$ cat config.mk
export PLATFORM = sky130hd
export DESIGN_NAME = crc8_frame_appender
export DESIGN_NICKNAME = d
export VERILOG_FILES = /design/src/rtl/crc8_frame_appender.sv
export SDC_FILE = /design/constraint.sdc
export NUM_CORES = 1
export LEC_CHECK = 0
export CORE_MARGIN = 1
export CORE_UTILIZATION = 36
export CTS_CLUSTER_DIAMETER = 200
export DETAILED_ROUTE_END_ITERATION = 10
export PLACE_DENSITY = 0.64
export SLEW_MARGIN = 10
export SYNTH_ARGS = -nofsm -noshare
export SYNTH_HDL_FRONTEND = slang
export SYNTH_SLANG_ARGS = --single-unit
$ cat constraint.sdc
create_clock -name clk_i -period 1.8 [get_ports clk_i]
set_input_delay 0.18 -clock clk_i [delete_from_list [all_inputs] [get_ports clk_i]]
set_output_delay 0.18 -clock clk_i [all_outputs]
set_load 0.005 [all_outputs]
$ cat src/rtl/crc8_frame_appender.sv
// crc8_frame_appender: passes a byte stream through and appends a CRC-8 byte after each frame's last payload byte.
// Define CRC8_FRAME_COUNT_EN to add frame_count_o, a wrapping 16-bit count of emitted frames.
module crc8_frame_appender #(
    parameter logic [7:0] POLYNOMIAL = 8'h07,
    parameter logic [7:0] INIT       = 8'h00
) (
    input  logic        clk_i,
    input  logic        rst_i,
    input  logic [7:0]  s_data_i,
    input  logic        s_valid_i,
    input  logic        s_last_i,
    output logic        s_ready_o,
    output logic [7:0]  m_data_o,
    output logic        m_valid_o,
    output logic        m_last_o,
`ifdef CRC8_FRAME_COUNT_EN
    output logic [15:0] frame_count_o,
`endif
    input  logic        m_ready_i
);
    typedef enum logic {PAYLOAD, APPEND} state_t;
    state_t     state_q, state_d;
    logic [7:0] crc_q, crc_d, data_q, data_d;
    logic       valid_q, valid_d, last_q, last_d, slot_free, s_fire;

    function automatic logic [7:0] crc_next(input logic [7:0] crc, input logic [7:0] data);
        logic [7:0] c;
        c = crc ^ data;
        for (int i = 0; i < 8; i++) c = c[7] ? ((c << 1) ^ POLYNOMIAL) : (c << 1);
        return c;
    endfunction

    assign slot_free = !valid_q | m_ready_i;
    // Gated by rst_i so nothing is accepted while reset is held.
    assign s_ready_o = !rst_i && state_q == PAYLOAD && slot_free;
    assign s_fire    = s_valid_i & s_ready_o;
    assign m_data_o  = data_q;
    assign m_valid_o = valid_q;
    assign m_last_o  = last_q;

    always_comb begin
        state_d = state_q;
        crc_d   = crc_q;
        data_d  = data_q;
        last_d  = last_q;
        valid_d = slot_free ? 1'b0 : valid_q;
        if (state_q == PAYLOAD && s_fire) begin
            data_d  = s_data_i;
            last_d  = 1'b0;
            valid_d = 1'b1;
            crc_d   = crc_next(crc_q, s_data_i);
            state_d = s_last_i ? APPEND : PAYLOAD;
        end else if (state_q == APPEND && slot_free) begin
            data_d  = crc_q;
            last_d  = 1'b1;
            valid_d = 1'b1;
            crc_d   = INIT;
            state_d = PAYLOAD;
        end
    end

    always_ff @(posedge clk_i or posedge rst_i) begin
        if (rst_i) begin
            state_q <= PAYLOAD;
            crc_q   <= INIT;
            data_q  <= 8'h00;
            valid_q <= 1'b0;
            last_q  <= 1'b0;
        end else begin
            state_q <= state_d;
            crc_q   <= crc_d;
            data_q  <= data_d;
            valid_q <= valid_d;
            last_q  <= last_d;
        end
    end

`ifdef CRC8_FRAME_COUNT_EN
    logic [15:0] frame_count_q;
    assign frame_count_o = frame_count_q;
    always_ff @(posedge clk_i or posedge rst_i) begin
        if (rst_i) frame_count_q <= 16'h0000;
        else if (valid_q & m_ready_i & last_q) frame_count_q <= frame_count_q + 16'h0001;
    end
`endif
endmodule

=== Word-level counts from Yosys, hierarchy flattened ===
Cells that the tools add are included.

* Register bits after elaboration: 19
* Bits in latches: 0
* Memory bits (writable): 0
* Memory bits (read-only): 0
* Bits of input ports: 13
* Word-level logic and storage cells: 45
* Memories: 0

* Add/sub/neg operators: 0
* Multipliers: 0
* Div/mod/pow operators: 0
* Order comparisons: 0
* Eq/ne operators: 0
* Shift-type cells: 0
* Muxes and demuxes: 20
* Bitwise gates (word level): 12
* Reduce and logical (&&, ||, !) cells: 8

{| class="wikitable"
|+ Operators with widths
! operator !! number
|-
| two-way mux 8 bit || 4
|-
| two-way mux 3 bit || 8
|-
| NOT 3 bit || 8
|-
| two-way mux 1 bit || 8
|-
| bitwise XOR 8 bit || 1
|-
| logical AND 1 bit || 4
|-
| nonzero test 3 bit || 1
|-
| zero test 1 bit || 2
|-
| nonzero test 2 bit || 1
|-
| bitwise AND 1 bit || 1
|-
| NOT 1 bit || 1
|-
| bitwise OR 1 bit || 1
|}

=== Logic depth before layout (Yosys ltp) ===
* Depth after elaboration: 18
* Depth in mapped cells: 5

=== Worst setup path before layout ===
Ideal clock, no wire load.

* Kind: register to register
* Start: register crc_q[6]
* End: register crc_q[1]
* Setup time: 0.124 ns
* Arrival: 1.419 ns
* Data required time: 1.676 ns
* Slack: 0.257 ns
* Stages on the path, launching flop included: 5
* Cells stage by stage: dfrtp_1 > xnor2_2 > xnor3_1 > and3_1 > a211o_1

* Word-level cells in the longest chain between the ends: 4

{| class="wikitable"
|+ Ends and longest elaborated chain
! element !! RTL line !! RTL
|-
| start: declaration || 23 || <nowiki>logic [7:0] crc_q, crc_d, data_q, data_d;</nowiki>
|-
| start signal: assignment || 71 || <nowiki>crc_q <= crc_d;</nowiki>
|-
| bitwise XOR 8 bit || 28 || <nowiki>c = crc ^ data;</nowiki>
|-
| two-way mux 3 bit (2 in a row) || 29 || <nowiki>for (int i = 0; i < 8; i++) c = c[7] ? ((c << 1) ^ POLYNOMIAL) : (c << 1);</nowiki>
|-
| two-way mux 8 bit || 47 || <nowiki>if (state_q == PAYLOAD && s_fire) begin</nowiki>
|}

No other way between the ends.
A chain may end at the register's enable or synchronous reset.

=== Worst setup path in the final report ===
* Start: register valid_q (netlist: m_valid_o)
* End: output port s_ready_o

* Word-level cells in the longest chain between the ends: 3

{| class="wikitable"
|+ Ends and longest elaborated chain
! element !! RTL line !! RTL
|-
| start: declaration || 24 || <nowiki>logic valid_q, valid_d, last_q, last_d, slot_free, s_fire;</nowiki>
|-
| start signal: assignment || 73 || <nowiki>valid_q <= valid_d;</nowiki>
|-
| zero test 1 bit || 33 || <nowiki>assign slot_free = !valid_q | m_ready_i;</nowiki>
|-
| bitwise OR 1 bit || 33 ||
|-
| logical AND 1 bit || 35 || <nowiki>assign s_ready_o = !rst_i && state_q == PAYLOAD && slot_free;</nowiki>
|-
| end: declaration || 12 || <nowiki>output logic s_ready_o,</nowiki>
|}

No other way between the ends.

==> results by group <==
Synth
  – Post-Syn Area: 1100 um^2
  – Syn_nets: 123
  – Yosys top cell by area: dfrtp_1
  – Distinct cells, synth: 25
  – Yosys warnings: 0
  – Yosys reg bits: 19
  – Gate Count Post-Synth: 110
  – Area share of the largest cell type after synthesis: 43.1%
  – Synth area leaders: dfrtp_1 43%, xnor3_1 8.2%, xnor2_1 7.9%
  – Register area share after synthesis: 43.1%
  – Avg Cell Area, Syn: 10.0 um^2

Min path
  – HP Class: in2async

CTS
  – Htree depth: 1
  – Post-CTS setup buffers: 0
  – Clk root buf: clkbuf_4
  – CTS tree: done
  – Cts hold-fix bufs: 0
  – CTS sink cnt: 19
  – Clk pin slew, worst setup/hold paths: 0.11 ns
  – Post-CTS resize count: 0
  – Max clock buf depth: 2
  – Worst-skew pair later-pin latency: 0.29 ns
  – TritonCTS Buffers: 3

Layout
  – Layout area overhead: 33.9%
  – Fillcell total: 282
  – Fraction of layout cells with a size suffix above 1: 13.1%
  – Util after Layout: 52.2%
  – N_diodes: 0
  – NumNets Final: 159
  – Design area: 1480 um^2

Setup path
  – R2r endpoint: crc_q[1]
  – CP max FO: 3
  – CP Class: reg2out
  – Reg2Reg Setup Slack: 0.23 ns
  – CP required: 1.62 ns
  – Worst flop-to-flop path startpoint: crc_q[6]
  – CP Capture Type: output port
  – Cell breakdown of the critical path: nor2b_1 -> nor3_1 -> clkdlybuf4s50_1
  – Worst Setup Start Kind: flip-flop
  – CP max stage delay: 0.53 ns
  – Reg2reg path depth: 4
  – Critical path arrival: 1.52 ns
  – Crit path max-delay cell type: clkdlybuf4s50_1

Outcome
  – Failing checks: design-rule violations
  – Outcome: complete, but fails checks

Drt
  – Post-detailed-route count of antenna-violating nets: 0
  – Post-Route WL: 2260 um
  – Mean routed wirelength per cell: 12.8 um
  – DR pass1 iterations: 7
  – Iteration-0 DRC Markers: 16
  – DR DRC count: 2
  – Vias: 893
  – Via density: 5.07

Power and ir drop
  – Leakage power: 0.000701 uW
  – Power Total: 1940 uW
  – VDD IR-drop max: 0.000473 V
  – PwrDens: 1310 nW/um^2

STA
  – # setup viols final: 0
  – Fin. Hold Viols: 0
  – Clock Skew: 0.00382 ns
  – Fin. max-slew vios: 0
  – Min Tclk post-route: 1.70 ns
  – Fmax: 588 MHz
  – Worst setup margin: 0.0986 ns
  – Crit share post-route: 94.5%
  – Relative slew slack: 77.6%
  – RSZ-0062 raised after global routing: false
  – Worst Tran Pin Value: 0.333 ns

GRT
  – Largest net degree at the start of global routing: 20
  – Tot GR Track Use: 14.6%
  – Grt ovf: 0
  – Initial antenna violation count: 0
  – Vias in the first global route: 835
  – First-pass GRT wire length: 3640 um

Die
  – DIE AREA: 3290 um^2
  – Core area: 2830 um^2
  – Die Span X: 57.3 um
  – Starting density of the core: 39.0%
  – I/O pin count: 24
  – Height of the die: 57.3 um
  – Row Count: 19

Placed design
  – Setup WS pre-CTS: -0.0156 ns
  – DP Area: 1450 um^2
  – Number of port buffers: 23
  – Routability cong.: 0.825
  – Final HPWL DP: 1720 um

Flow run
  – Max-Cap Viols: 0
-- state kept, by name, indices dropped and copies added, names as in the netlist --
signal and flops:
m_valid_o 1, m_data_o 8, m_last_o 1, crc_q 8
state_q 1
-- where the power goes --
| part | leakage [uW] | switching (uW) | internal, uW |
|---|---|---|---|
| sequential | 0.000234 | 133 | 573 |
| clock | 0.0000150 | 134 | 86.1 |
| combinational | 0.000452 | 388 | 625 |
| total | 0.000701 | 654 | 1280 |
-- cell families (layout without fill, tap and decap cells) --
group | after synthesis | in the layout | synth area share [%]
and+or+nand+nor | 43 | 43 | 17.6
buffers and inverters | 7 | 42 | 2.38
xor gates and xnor gates | 21 | 21 | 25.1
DFF | 19 | 19 | 43.1
AOI/OAI and AO/OA | 20 | 20 | 11.8
-- through the flow --
step	hold slack (ns)	std cells	setup TNS, ns
5_1_grt	0.281	176	0
2_1_floorplan	0.131	110	0
4_1_cts	0.261	176	0
3_3_place_gp	0.464	172	0
6_report	0.257	176	0
3_5_place_dp	0.472	172	-0.0234
-- layout make-up --
cell class | instances | area [um^2] | area share [%]
repair buffers | 36 | 328 | 22.2
well taps | 31 | 38.8 | 2.63
multi-input cells | 84 | 601 | 40.7
clock buffers | 4 | 26.3 | 1.78
inverters | 2 | 7.51 | 0.508
flip-flops and latches | 19 | 475 | 32.2
-- worst max path at each step --
stage,from,to,slack [ns],depth (start not counted)
2_1_floorplan,crc_q[6],crc_q[1],0.26,4
3_3_place_gp,s_data_i[6],crc_q[1],0.0009,5
3_5_place_dp,s_data_i[6],crc_q[1],-0.02,5
4_1_cts,m_valid_o,s_ready_o,0.07,3
5_1_grt,m_valid_o,s_ready_o,0.02,3
6_report,m_valid_o,s_ready_o,0.1,3
-- cells in the final DEF (no fill, tap or decap), types with 2 or more instances in the layout --
cell and instances:
a211o_1 2, a21oi_1 2, a22oi_1 4, a31oi_1 5
and3_1 3, buf_4 13, clkbuf_4 3, clkdlybuf4s50_1 23
dfrtp_1 19, inv_1 2, nand2_1 18, nand3_1 9
nor2_1 6, nor3_1 3, o21ai_0 5, xnor2_1 10
xnor2_2 2, xnor3_1 4, xor2_1 3
-- worst max-delay path: cells and delay by family (launching register included) --
| kind | cells | cell delay (ns) |
|---|---|---|
| buf+inv | 1 | 0.53 |
| flops | 1 | 0.41 |
| simple gates | 2 | 0.29 |
-- metal layers --
metal	vias up	wire length, um	global-route usage [%]
li1	449	-	-
met1	419	1100	20.8
met2	23	1040	22.9
met3	2	105	2.04
met4	0	19	5.23
met5	-	0	0
-- Yosys cell counts --
cell type and n:
clkbuf_1 5, a21oi_1 2, xnor3_1 4, a22oi_1 4
xnor2_2 2, xor2_2 1, a21boi_0 1, a31oi_1 5
nor2b_1 1, nand2_1 18, nor2_1 6, nand2b_1 1
a211o_1 2, nand3_1 9, xor2_1 3, xnor2_1 10
xor3_1 1, a22o_1 1, inv_1 2, and3_1 3
and2_1 1, or2_0 1, o21ai_0 5, nor3_1 3
dfrtp_1 19
No activity file was read; power rests on OpenSTA's default activity.
